### src/rtl/imem_boot_pkg.sv
// Shared types and constants for the instruction-memory boot loader.
package imem_boot_pkg;

    // Loader states, from arming through the verdict on the image.
    typedef enum logic [2:0] {
        ST_IDLE,
        ST_LEN_LO,
        ST_LEN_HI,
        ST_LOAD,
        ST_CHK,
        ST_DONE,
        ST_ERR
    } loader_state_t;

    // Length header is a little-endian byte pair.
    localparam int unsigned HDR_BYTES = 2;

    // Checksum is a single XOR byte over the payload.
    localparam int unsigned CHK_W = 8;

endpackage

### src/rtl/imem_boot_loader.sv
// Boot loader: parses a length/payload/XOR-checksum byte stream, writes the
// payload into instruction memory and releases the core once the image verifies.
module imem_boot_loader
    import imem_boot_pkg::*;
#(
    parameter int unsigned DEPTH = 256,
    parameter int unsigned WIDTH = CHK_W
) (
    input  logic                       i_clk,
    input  logic                       i_rst,
    input  logic                       i_start,
    input  logic                       i_in_valid,
    input  logic [WIDTH-1:0]           i_in_data,
    output logic                       o_in_ready,
    output logic                       o_mem_we,
    output logic [$clog2(DEPTH)-1:0]   o_mem_addr,
    output logic [WIDTH-1:0]           o_mem_wdata,
    output logic                       o_cpu_hold,
    output logic                       o_done,
    output logic                       o_err
);

    localparam int unsigned AW    = $clog2(DEPTH);
    localparam int unsigned CW    = AW + 1;
    localparam int unsigned LEN_W = HDR_BYTES * WIDTH;

    loader_state_t    r_state;
    logic [CW-1:0]    r_cnt;
    logic [CW-1:0]    r_len;
    logic [WIDTH-1:0] r_len_lo;
    logic [WIDTH-1:0] r_xor;
    logic             r_in_ready;
    logic             r_mem_we;
    logic [AW-1:0]    r_mem_addr;
    logic [WIDTH-1:0] r_mem_wdata;
    logic             r_cpu_hold;
    logic             r_done;
    logic             r_err;

    logic             w_accept;
    logic [LEN_W-1:0] w_len;
    logic [CW-1:0]    w_cnt_nxt;

    // Handshake, assembled frame length and the post-write byte count.
    assign w_accept  = i_in_valid && r_in_ready;
    assign w_len     = {i_in_data, r_len_lo};
    assign w_cnt_nxt = r_cnt + CW'(1);

    assign o_in_ready  = r_in_ready;
    assign o_mem_we    = r_mem_we;
    assign o_mem_addr  = r_mem_addr;
    assign o_mem_wdata = r_mem_wdata;
    assign o_cpu_hold  = r_cpu_hold;
    assign o_done      = r_done;
    assign o_err       = r_err;

    // Frame parser FSM with registered outputs; ready tracks the next state.
    always_ff @(posedge i_clk) begin
        if (i_rst) begin
            r_state     <= ST_IDLE;
            r_cnt       <= '0;
            r_len       <= '0;
            r_len_lo    <= '0;
            r_xor       <= '0;
            r_in_ready  <= 1'b0;
            r_mem_we    <= 1'b0;
            r_mem_addr  <= '0;
            r_mem_wdata <= '0;
            r_cpu_hold  <= 1'b1;
            r_done      <= 1'b0;
            r_err       <= 1'b0;
        end else begin
            r_mem_we <= 1'b0;
            case (r_state)
                ST_IDLE, ST_DONE, ST_ERR: begin
                    if (i_start) begin
                        r_state    <= ST_LEN_LO;
                        r_cnt      <= '0;
                        r_xor      <= '0;
                        r_done     <= 1'b0;
                        r_err      <= 1'b0;
                        r_cpu_hold <= 1'b1;
                        r_in_ready <= 1'b1;
                    end
                end
                ST_LEN_LO: begin
                    if (w_accept) begin
                        r_len_lo <= i_in_data;
                        r_state  <= ST_LEN_HI;
                    end
                end
                ST_LEN_HI: begin
                    if (w_accept) begin
                        if (w_len > LEN_W'(DEPTH)) begin
                            r_state    <= ST_ERR;
                            r_err      <= 1'b1;
                            r_in_ready <= 1'b0;
                        end else if (w_len == '0) begin
                            r_state <= ST_CHK;
                        end else begin
                            r_len   <= CW'(w_len);
                            r_state <= ST_LOAD;
                        end
                    end
                end
                ST_LOAD: begin
                    if (w_accept) begin
                        r_mem_we    <= 1'b1;
                        r_mem_addr  <= r_cnt[AW-1:0];
                        r_mem_wdata <= i_in_data;
                        r_cnt       <= w_cnt_nxt;
                        r_xor       <= r_xor ^ i_in_data;
                        if (w_cnt_nxt == r_len) begin
                            r_state <= ST_CHK;
                        end
                    end
                end
                ST_CHK: begin
                    if (w_accept) begin
                        r_in_ready <= 1'b0;
                        if (i_in_data == r_xor) begin
                            r_state    <= ST_DONE;
                            r_done     <= 1'b1;
                            r_cpu_hold <= 1'b0;
                        end else begin
                            r_state <= ST_ERR;
                            r_err   <= 1'b1;
                        end
                    end
                end
                default: begin
                    r_state    <= ST_IDLE;
                    r_in_ready <= 1'b0;
                end
            endcase
        end
    end

endmodule

### config.mk
export PLATFORM = sky130hd
export DESIGN_NAME = imem_boot_loader
export DESIGN_NICKNAME = d
export VERILOG_FILES = /design/src/rtl/imem_boot_pkg.sv /design/src/rtl/imem_boot_loader.sv
export SDC_FILE = /design/constraint.sdc
export NUM_CORES = 1
export LEC_CHECK = 0
export ABC_CLOCK_PERIOD_IN_PS = 3550
export CAP_MARGIN = 40
export CORE_ASPECT_RATIO = 1.4
export CORE_UTILIZATION = 57
export DETAILED_ROUTE_END_ITERATION = 12
export PLACE_DENSITY = 0.78
export SLEW_MARGIN = 10
export SYNTH_ARGS = -nofsm -noshare
export SYNTH_HDL_FRONTEND = slang
export SYNTH_SLANG_ARGS = --single-unit
### constraint.sdc
create_clock -name i_clk -period 3.55 [get_ports i_clk]
set_input_delay 1.065 -clock i_clk [delete_from_list [all_inputs] [get_ports i_clk]]
set_output_delay 1.065 -clock i_clk [all_outputs]
set_load 0.01 [all_outputs]
# Word level (Yosys, flattened, before mapping)
# Index checks and enable logic that the tools add are counted.
# classes
add_sub_neg,1
mul,0
div,0
order_cmp,1
n_eq_ne,17
shift,0
mux,34
bitwise_logic,5
n_reduce_logical,17
# op_table
op,n
$mux 3,8
$mux 9,2
$ne 2x2->1 const B,9
$pmux 9 s2,1
$gt 16x9->1 const B,1
$logic_not 16->1,1
$mux 8,2
$pmux 8 s2,1
$pmux 3 s5,1
$mux 1,14
$reduce_and 6->1,2
$add 9x1->9 const B,1
$eq 3x3->1 const B,3
$eq 9x9->1,1
$eq 8x8->1,1
$reduce_and 4->1,2
$xor 8x8->8,1
$eq 3x2->1 const B,2
$reduce_and 5->1,1
$not 1->1,4
$pmux 1 s2,2
$pmux 1 s4,1
$reduce_and 2->1,2
$reduce_bool 2->1,2
9 further kinds,10
# totals
reg_bits,58
latch_bits,0
ramBits,0
mem_bits_ro,0
input_bits,12
output_inout_bits,21
elab_cells,87
mem_count,0

# Depth between registers and ports, before layout
# Gate-level depths: netlist (run 1).
# depth
depth_word,5
depth_mapped,7
ltp_nobuf,7

# Worst setup path after synthesis (run 1)
# OpenSTA, ideal clock, no wires.
# synth_timing
path_type,in2reg
startpoint,input i_in_data[4]
endpoint,register r_len[0]
setup_time_ps,133
arrival_ps,2356
required_ps,3417
path_slack_ps,1061
cell_stages,6
path_buffers,1
cell_sequence,or4_4 > nor4_4 > nand4_4 > buf_8 > o21ai_2 > a21oi_2
# synth_between
elab_chain_cells,3
elab_cells_between_ends,5
cone_classes,order compare (1); bitwise (2); reduce/logical (2)
# synth_rtl
item,line_no,rtl
"start, declared",imem_boot_loader.sv:13,"input logic [WIDTH-1:0] i_in_data,"
$gt 16x9->1 / $logic_not 16->1 (equally long branches),"imem_boot_loader.sv:94, imem_boot_loader.sv:98",
$not 1->1 (no source line),--,
$reduce_and 4->1 (no source line) (*),--,
"end signal, assigned",imem_boot_loader.sv:101,r_len <= CW'(w_len);
"end, declared",imem_boot_loader.sv:29,logic [CW-1:0] r_len;
# Every way passes the cells marked *; elsewhere a longest branch is shown, timed or not.
# A chain may end at the register's enable or synchronous reset.

# Worst setup path after layout (run 1)
# layout_timing
startpoint,input i_in_data[5]
endpoint,register r_len[8]
# The elaborated chain is that of the path after synthesis.

==> impl_summary.md, run 1 <==
Run status
The run finished with clean final reports.

Critical path
STA classifies the critical path startpoint as a primary input. The critical path goes through clkdlybuf4s50_1, or4_4, nor4_4, nand4_4, nor2_4, nand2_1, a21oi_2. The required time of the critical path is 3.82 ns.

The path type of the worst setup path is primary input to flop. The largest single stage delay on the critical path is 0.56 ns. The worst setup path is captured at a flop. The top fanout value on the critical path is 11. The worst path arrival time is 3.22 ns.

The critical-path cell with the highest stage delay is sky130_fd_sc_hd__or4_4.

Floorplan
The width of the chip is 63.2 µm. The initial standard-cell utilization of the core is 60.3%. The area of the die is 5540 µm².

The die is 87.6 µm tall. Pin placement for this block handled 33 I/O pins. After floorplanning, the core was sized to cover 4950 µm². In this run the core area contains 30 standard-cell rows.

Placement
After detailed placement, the design holds a cell count of 424. At the end of routability-driven placement, the weighted congestion stood at 0.835. The estimated wirelength of the detail-placed design is 4540 µm. The count of buffers inserted at the top-level ports is 32.

Clocking
In this run the deepest clock path goes through 2 buffers. For this design, the sink count on the clock tree is 58. Buffers inserted to repair hold after CTS numbered 0. The number of gates resized after cts is 0. The clock tree synthesis step divided the H-tree into 3 levels. The number of clock buffers added by TritonCTS is 9. Clock-pin slew was measured on the worst setup and hold paths at 0.06 ns. The TritonCTS clock tree is yes. The cell at the root of the clock tree is sky130_fd_sc_hd__clkbuf_8. The clock latency on the worst-skew pair is 0.34 ns. In this run the post-CTS setup repair buffer count came out at 0.

Worst hold path
In this run the worst hold path is classified as flop to flop.

Synthesis
sky130_fd_sc_hd__dfxtp_1 is the most common cell in the netlist. The Yosys step of the flow raised 0 warnings. In this run the biggest area consumer among cell types represents 38.9% of the synthesized area. Yosys attributes the largest share of cell area to sky130_fd_sc_hd__dfxtp_1 39%, sky130_fd_sc_hd__nand2_1 6.3%, sky130_fd_sc_hd__a21oi_1 5.9%, sky130_fd_sc_hd__xnor2_1 5.0%, sky130_fd_sc_hd__nor2_1 4.7%. Counting flops with an async set or reset pin after synthesis yields a share of 0%. By count the netlist is led by 58 x sky130_fd_sc_hd__dfxtp_1, 50 x sky130_fd_sc_hd__nand2_1, 37 x sky130_fd_sc_hd__nor2_1. Among all flip-flop cells after synthesis, the most frequent one is sky130_fd_sc_hd__dfxtp_1. The number of nets produced by synthesis is 353.

The share of synthesized area occupied by flip-flops and latches is 38.9%. The number of register bits inferred by synthesis is 58. The synthesized netlist occupies a cell area of 2990 µm².

In this run, synthesis inferred 0 flip-flops with an integrated enable. The synthesized instance count is 340. After synthesis, the mean cell area works out to 8.78 µm². Yosys mapped the design onto 58 distinct sky130hd cell types. The library cell occupying the most area in the post-synthesis netlist is sky130_fd_sc_hd__dfxtp_1.

Power and ir drop
The switching power total is 564 µW. The worst vdd rail ir drop is 0.447 mV. Combinational logic burns 23.6% of the power. The cell-internal power is 1.28 mW. The static leakage power is 1.21 nW. The clock network burns 36.3% of the power. The switching part of the total is 30.5%. The power density normalized to cell area is 525 nW/µm². The sequential fraction of design power is 40.1%.

Flow run
Across the run, the number of max-cap violations was 0.

STA
The number of pins with negative max-slew slack in the final report is 0. Adding up every negative setup slack in the final design gives 0 ns. The final number of hold-violating endpoints is 0. The minimum period implied by the final worst setup slack is 2.95 ns. For this run, the top clock speed supported by timing is 339 MHz.

The normalized max-slew margin is 53.6%. The post-route fraction of the period consumed by the critical path is 83.2%. Setup repair after global routing left no endpoint under its margin.

The setup clock skew after layout is 0.00673 ns. For the pin with the worst max-slew slack, the measured transition is 0.691 ns. The final-report setup violation count is 0.

Layout
At the end of the flow, the number of nets in the layout was 384. The diode insertion count for antenna repair is 0. Once layout is complete, the cells apart from fillers number 440. The fraction of final layout cells with drive strength greater than 1 is 18.4%. Relative to the synthesized area, the layout overhead comes to 17.8%.

Routing
The routed wire length is 6590 µm. The number of nets still failing antenna checks after routing is 0. The routed wire length per instance is 15.0 µm. The detailed-route via count is 2525. After detailed routing, the number of remaining DRC violations is 0. The first routing iteration left 118 violations. The first TritonRoute pass finished after 4 iterations. Dividing the detail-routed via count by the number of cells gives 5.74.

Global route
After global routing the overflow that remains totals 0. The maximum number of pins on one net before global-route repair is 31. The first global-routing pass estimated 10800 µm of wire. The initial antenna violation count is 0. The number of global-route vias before repair was 2321. The total track usage is 25.6%.
-- worst max-delay path: cells and delay by family --
kind / cells / cell delay, ns
AO/OA/AOI/OAI: 1 / 0.12
AND/OR/NAND/NOR: 5 / 1.55
buffers and inverters: 1 / 0.48
-- logic make-up after synthesis --
logic type	share of synthesized area, %
buf+inv	4.95
xor+xnor	6.75
mux	2.68
compound gates	21.3
fa+ha+maj	0.419
flops	38.9
simple gates	25.0
-- flip-flops by register name (all words and copies together) (netlist names) --
register and cells:
o_mem_wdata 8, o_mem_addr 8, r_state 3, r_cnt 9, o_mem_we 1, o_in_ready 1, o_done 1, o_cpu_hold 1
o_err 1, r_xor 8, r_len 9, r_len_lo 8
-- power groups by stage --
| stage | clock network [mW] | logic [mW] | registers [mW] |
|---|---|---|---|
| 6_report | 0.670 | 0.435 | 0.741 |
| 5_1_grt | 0.713 | 0.475 | 0.749 |
| 4_1_cts | 0.681 | 0.435 | 0.741 |
| 3_5_place_dp | 0 | 0.433 | 0.754 |
| 3_3_place_gp | 0 | 0.416 | 0.753 |
| 2_1_floorplan | 0 | 0.369 | 0.715 |
-- layer usage --
metal  global-route usage [%]  up-vias  routed length, µm
met4                     12.7        0                128
met2                     45.7       68               3480
met1                     27.9     1204               2720
li1                         -     1242                  -
met5                        0        -                  0
met3                     6.64       11                263
-- layout make-up --
| cell class | instances | area (µm²) |
|---|---|---|
| Clock buffer | 11 | 141 |
| Clock inverter | 5 | 77.6 |
| Fill cell | 416 | 1440 |
| Inverter | 4 | 15.0 |
| Multi-Input combinational cell | 260 | 1680 |
| Sequential cell | 58 | 1160 |
| Tap cell | 64 | 80.1 |
| Timing Repair Buffer | 38 | 364 |
-- cells in the final DEF (no fill, tap or decap), types with 3 or more instances in the layout --
master / instances
sky130_fd_sc_hd__dfxtp_1: 58
sky130_fd_sc_hd__nand2_1: 50
sky130_fd_sc_hd__nor2_1: 37
sky130_fd_sc_hd__a21oi_1: 35
sky130_fd_sc_hd__clkdlybuf4s50_1: 31
sky130_fd_sc_hd__o21ai_0: 19
sky130_fd_sc_hd__xnor2_1: 17
sky130_fd_sc_hd__o21ai_2: 11
sky130_fd_sc_hd__clkbuf_8: 10
sky130_fd_sc_hd__a21oi_2: 9
sky130_fd_sc_hd__mux2i_1: 8
sky130_fd_sc_hd__or2_2: 7
sky130_fd_sc_hd__xor2_1: 6
sky130_fd_sc_hd__nand3b_1: 6
sky130_fd_sc_hd__buf_4: 5
sky130_fd_sc_hd__nand2b_1: 4
sky130_fd_sc_hd__and3_1: 4
sky130_fd_sc_hd__inv_1: 4
sky130_fd_sc_hd__nand4_1: 3
sky130_fd_sc_hd__nand3_1: 3
-- final timing paths --
| path | startpoint | cells after the start | endpoint | slack [ns] |
|---|---|---|---|---|
| max | i_in_data[5] | 7 | r_len[8] | 0.60 |
| min reg2reg | o_mem_addr[5] | 2 | o_mem_addr[5] | 0.45 |
| min | o_mem_addr[5] | 2 | o_mem_addr[5] | 0.45 |
| max reg2reg | r_cnt[0] | 7 | r_state[2] | 1.32 |
-- stage by stage --
step / total power, mW / cell area [µm²] / setup slack [ns] / hold WS (ns) / util [%]
after floorplan: 1.08 / 2990 / 1.06 / 0.447 / -
after global placement: 1.17 / 3290 / 0.273 / 0.442 / 66.3
after detailed placement: 1.19 / 3300 / 0.247 / 0.447 / 66.5
after CTS: 1.86 / 3520 / 0.599 / 0.456 / 71.0
after global routing: 1.94 / 3520 / 0.454 / 0.471 / 71.0
final: 1.85 / 3520 / 0.597 / 0.453 / 71.0
Note: power is estimated with default switching activity, not from simulation.
==> run 2: changes to the inputs <==
ABC_CLOCK_PERIOD_IN_PS = 2600   (was 3550)
CORE_UTILIZATION = 51   (was 57)
PLACE_DENSITY = 0.73   (was 0.78)
clock period = 2.6 ns   (was 3.55 ns; I/O delays follow)
==> impl_summary.md, run 2 (same netlist as run 1, synthesis figures left out) <==
Run status
The run finished with clean final reports.

Power and ir drop
The worst vdd rail ir drop is 0.496 mV. Combinational logic burns 29.1% of the power. Of the total power, the share spent switching nets is 33.2%. The static leakage power is 1.27 nW. The sequential fraction of design power is 40.6%.

Power spread over the standard cell area amounts to 666 nW/µm². The share of total power in the clock network is 30.3%. The completed layout was analyzed and its total power is 2.41 mW. The switching power total is 800 µW. Cell internal power was estimated by the tool at 1.61 mW.

Floorplan
The region available for standard cell placement spans 5570 µm². The die is 66.7 µm wide. Once the floorplan was initialized, standard cells occupied 53.6% of the core. After floorplanning, the core was divided into 32 placement rows.

The count of boundary I/O pins is 33. The area of the die is 6170 µm². The die boundary height is 92.5 µm.

Layout
The area of all sequential standard cells is 1160 µm². The fraction of final layout cells with drive strength greater than 1 is 21.5%. The diode insertion count for antenna repair is 0. The largest registers in the layout are r_cnt x9, r_len x9. In the final design database the tool counted 399 nets. The area growth from synthesis to layout is 21.0%. In the final layout, the multi-input gates occupy 1680 µm². Leaving out fill and tap cells, the most frequent cells in the layout are 58 x sky130_fd_sc_hd__dfxtp_1, 50 x sky130_fd_sc_hd__nand2_1, 37 x sky130_fd_sc_hd__nor2_1. After filler insertion, the fill cell instance count of the layout stands at 477. The finished layout cell area is 3610 µm². The leading cell type in the layout, fill and taps excluded is sky130_fd_sc_hd__dfxtp_1.

Routing
The routed wire length is 6850 µm. For this run, design rule violations remaining after detail routing come to 0. The detailed-route via count is 2573. In this run the remaining antenna-violating nets after routing total 0. Dividing the detail-routed wire length by the instance count gives 14.9 µm. Using the TritonRoute via totals, the vias-per-cell ratio works out to 5.61.

The starting DRC count in detailed routing is 184. For this run, the detailed router's first-pass iteration total came to 4.

STA
Setup violations remaining at the end of the flow were counted as 0. The number of pins with negative max-slew slack in the final report was 0. Between clock sinks in the finished design, the worst skew comes to 0.00483 ns. The final number of hold-violating endpoints is 0. Setup repair after global routing left no endpoint under its margin. The upper clock frequency limit is 400 MHz. The transition time of the tightest slew-check pin is 0.527 ns. The final critical path takes up 96.2% of the cycle. The routed design could run at a clock period as short as 2.50 ns. The final hold slack is 0.455 ns.

Measured against its own limit, the worst slew margin works out to 64.7%.

Clocking
Clock latency on the worst-skew pair, taken at its later pin, is 0.34 ns. The number of H-tree levels is 3. Buffers inserted during clock tree synthesis total 9. The number of clock sinks is 58. The hold-fix buffer count after cts is 0. After clock tree synthesis, the setup repair step added 0 buffers. Gates resized during post-CTS repair numbered 0. The TritonCTS clock tree is yes. Clock-pin slew was measured on the worst setup and hold paths at 0.07 ns. The root buffer cell chosen for the clock tree is sky130_fd_sc_hd__clkbuf_8.

The number of buffers on the longest clock path is 2.

Global route
The total track usage is 25.4%. The maximum number of pins on one net before global-route repair is 40. The first-pass GRT wire length is 11700 µm.

The residual overflow from global routing is 0. The initial antenna violation count is 0. The number of global-route vias before repair is 2511.

Critical path
The slowest stage of the critical path belongs to the cell sky130_fd_sc_hd__or4_4. The worst reg-to-reg path cell count is 7. The signal on the critical path passes through clkdlybuf4s50_1, or4_4, nor4_4, buf_4, a21oi_1, o31ai_2, o221a_1.

Data on the critical path is required at its endpoint by 2.88 ns. The worst setup path is captured at a flop. The maximum cell stage delay along the critical path is 0.56 ns. The critical path is of the primary input to flop type. The top fanout value on the critical path is 3. The worst setup path is launched from a primary input.

Data on the critical path arrives at its endpoint at 2.78 ns.

Worst hold path
The kind of path behind the tightest hold check is flop to flop. The number of cells traversed by the worst hold path is 2.

Placement
In this run the cell area measured after placement is 3440 µm². The final estimated routing congestion in global placement is 0.872. After legalization and detailed placement, the total HPWL measured 4860 µm.

The count of buffers inserted at the top-level ports is 32.

Flow run
The total of max-cap violations is 0.
## run 2: changes by cell type in the layout (fill, tap and decap cells not counted)
cell / change
sky130_fd_sc_hd__buf_12: +2
sky130_fd_sc_hd__buf_4: +13
sky130_fd_sc_hd__bufinv_16: -2
sky130_fd_sc_hd__clkinv_2: +1
sky130_fd_sc_hd__clkinvlp_4: +1
## run 2: metrics by stage
| step | instances | TNS [ns] | setup slack (ns) | util [%] |
|---|---|---|---|---|
| floorplan | 340 | 0 | 0.396 | - |
| global placement | 442 | -3.78 | -0.195 | 61.6 |
| detailed placement | 443 | -2.13 | -0.227 | 61.8 |
| CTS | 459 | 0 | 0.128 | 64.9 |
| global route | 459 | 0 | 0.0289 | 64.9 |
| finish | 459 | 0 | 0.0988 | 64.9 |
## run 2: power by group through the flow
stage	clock network [mW]	registers, mW	logic [mW]
final	0.729	0.976	0.701
after global placement	0	0.992	0.674
after global routing	0.796	0.981	0.759
after CTS	0.745	0.976	0.698
after detailed placement	0	0.995	0.695
after floorplan	0	0.976	0.504
## run 2: routing by layer
| layer | GRT usage (%) | vias up | part of all wire (%) |
|---|---|---|---|
| met5 | 0 | - | 0 |
| met3 | 6.77 | 15 | 3.9 |
| met1 | 28.7 | 1222 | 41 |
| met4 | 12.8 | 0 | 2.6 |
| li1 | - | 1273 | - |
| met2 | 42.6 | 63 | 53 |
## run 2: final cells by class
| cell class | instances | area share [%] |
|---|---|---|
| clock buffer | 11 | 3.92 |
| clock inverter | 5 | 0.832 |
| inverter | 4 | 0.416 |
| multi-input combinational | 260 | 46.4 |
| sequential | 58 | 32.2 |
| tap | 68 | 2.36 |
| timing repair buffer | 53 | 13.9 |
## run 2: path summary, 6_finish.rpt
| kind | start | end | slack [ns] |
|---|---|---|---|
| worst max-delay path | i_in_data[4] | o_in_ready | 0.1 |
| worst min-delay path | o_mem_addr[5] | o_mem_addr[5] | 0.45 |
| worst max register to register | r_state[2] | r_state[0] | 0.40 |
| worst min register to register | o_mem_addr[5] | o_mem_addr[5] | 0.45 |
## run 2: critical path: cells and delay by family
kind	cells	cell delay, ns
compound gates	3	0.54
buf+inv	2	0.63
simple gates	2	0.83
==> run 3: changes to the inputs <==
SLEW_MARGIN = not set   (was 10)
==> results of run 3 <==
The final DEF is identical to that of run 2; final timing and power are the same.
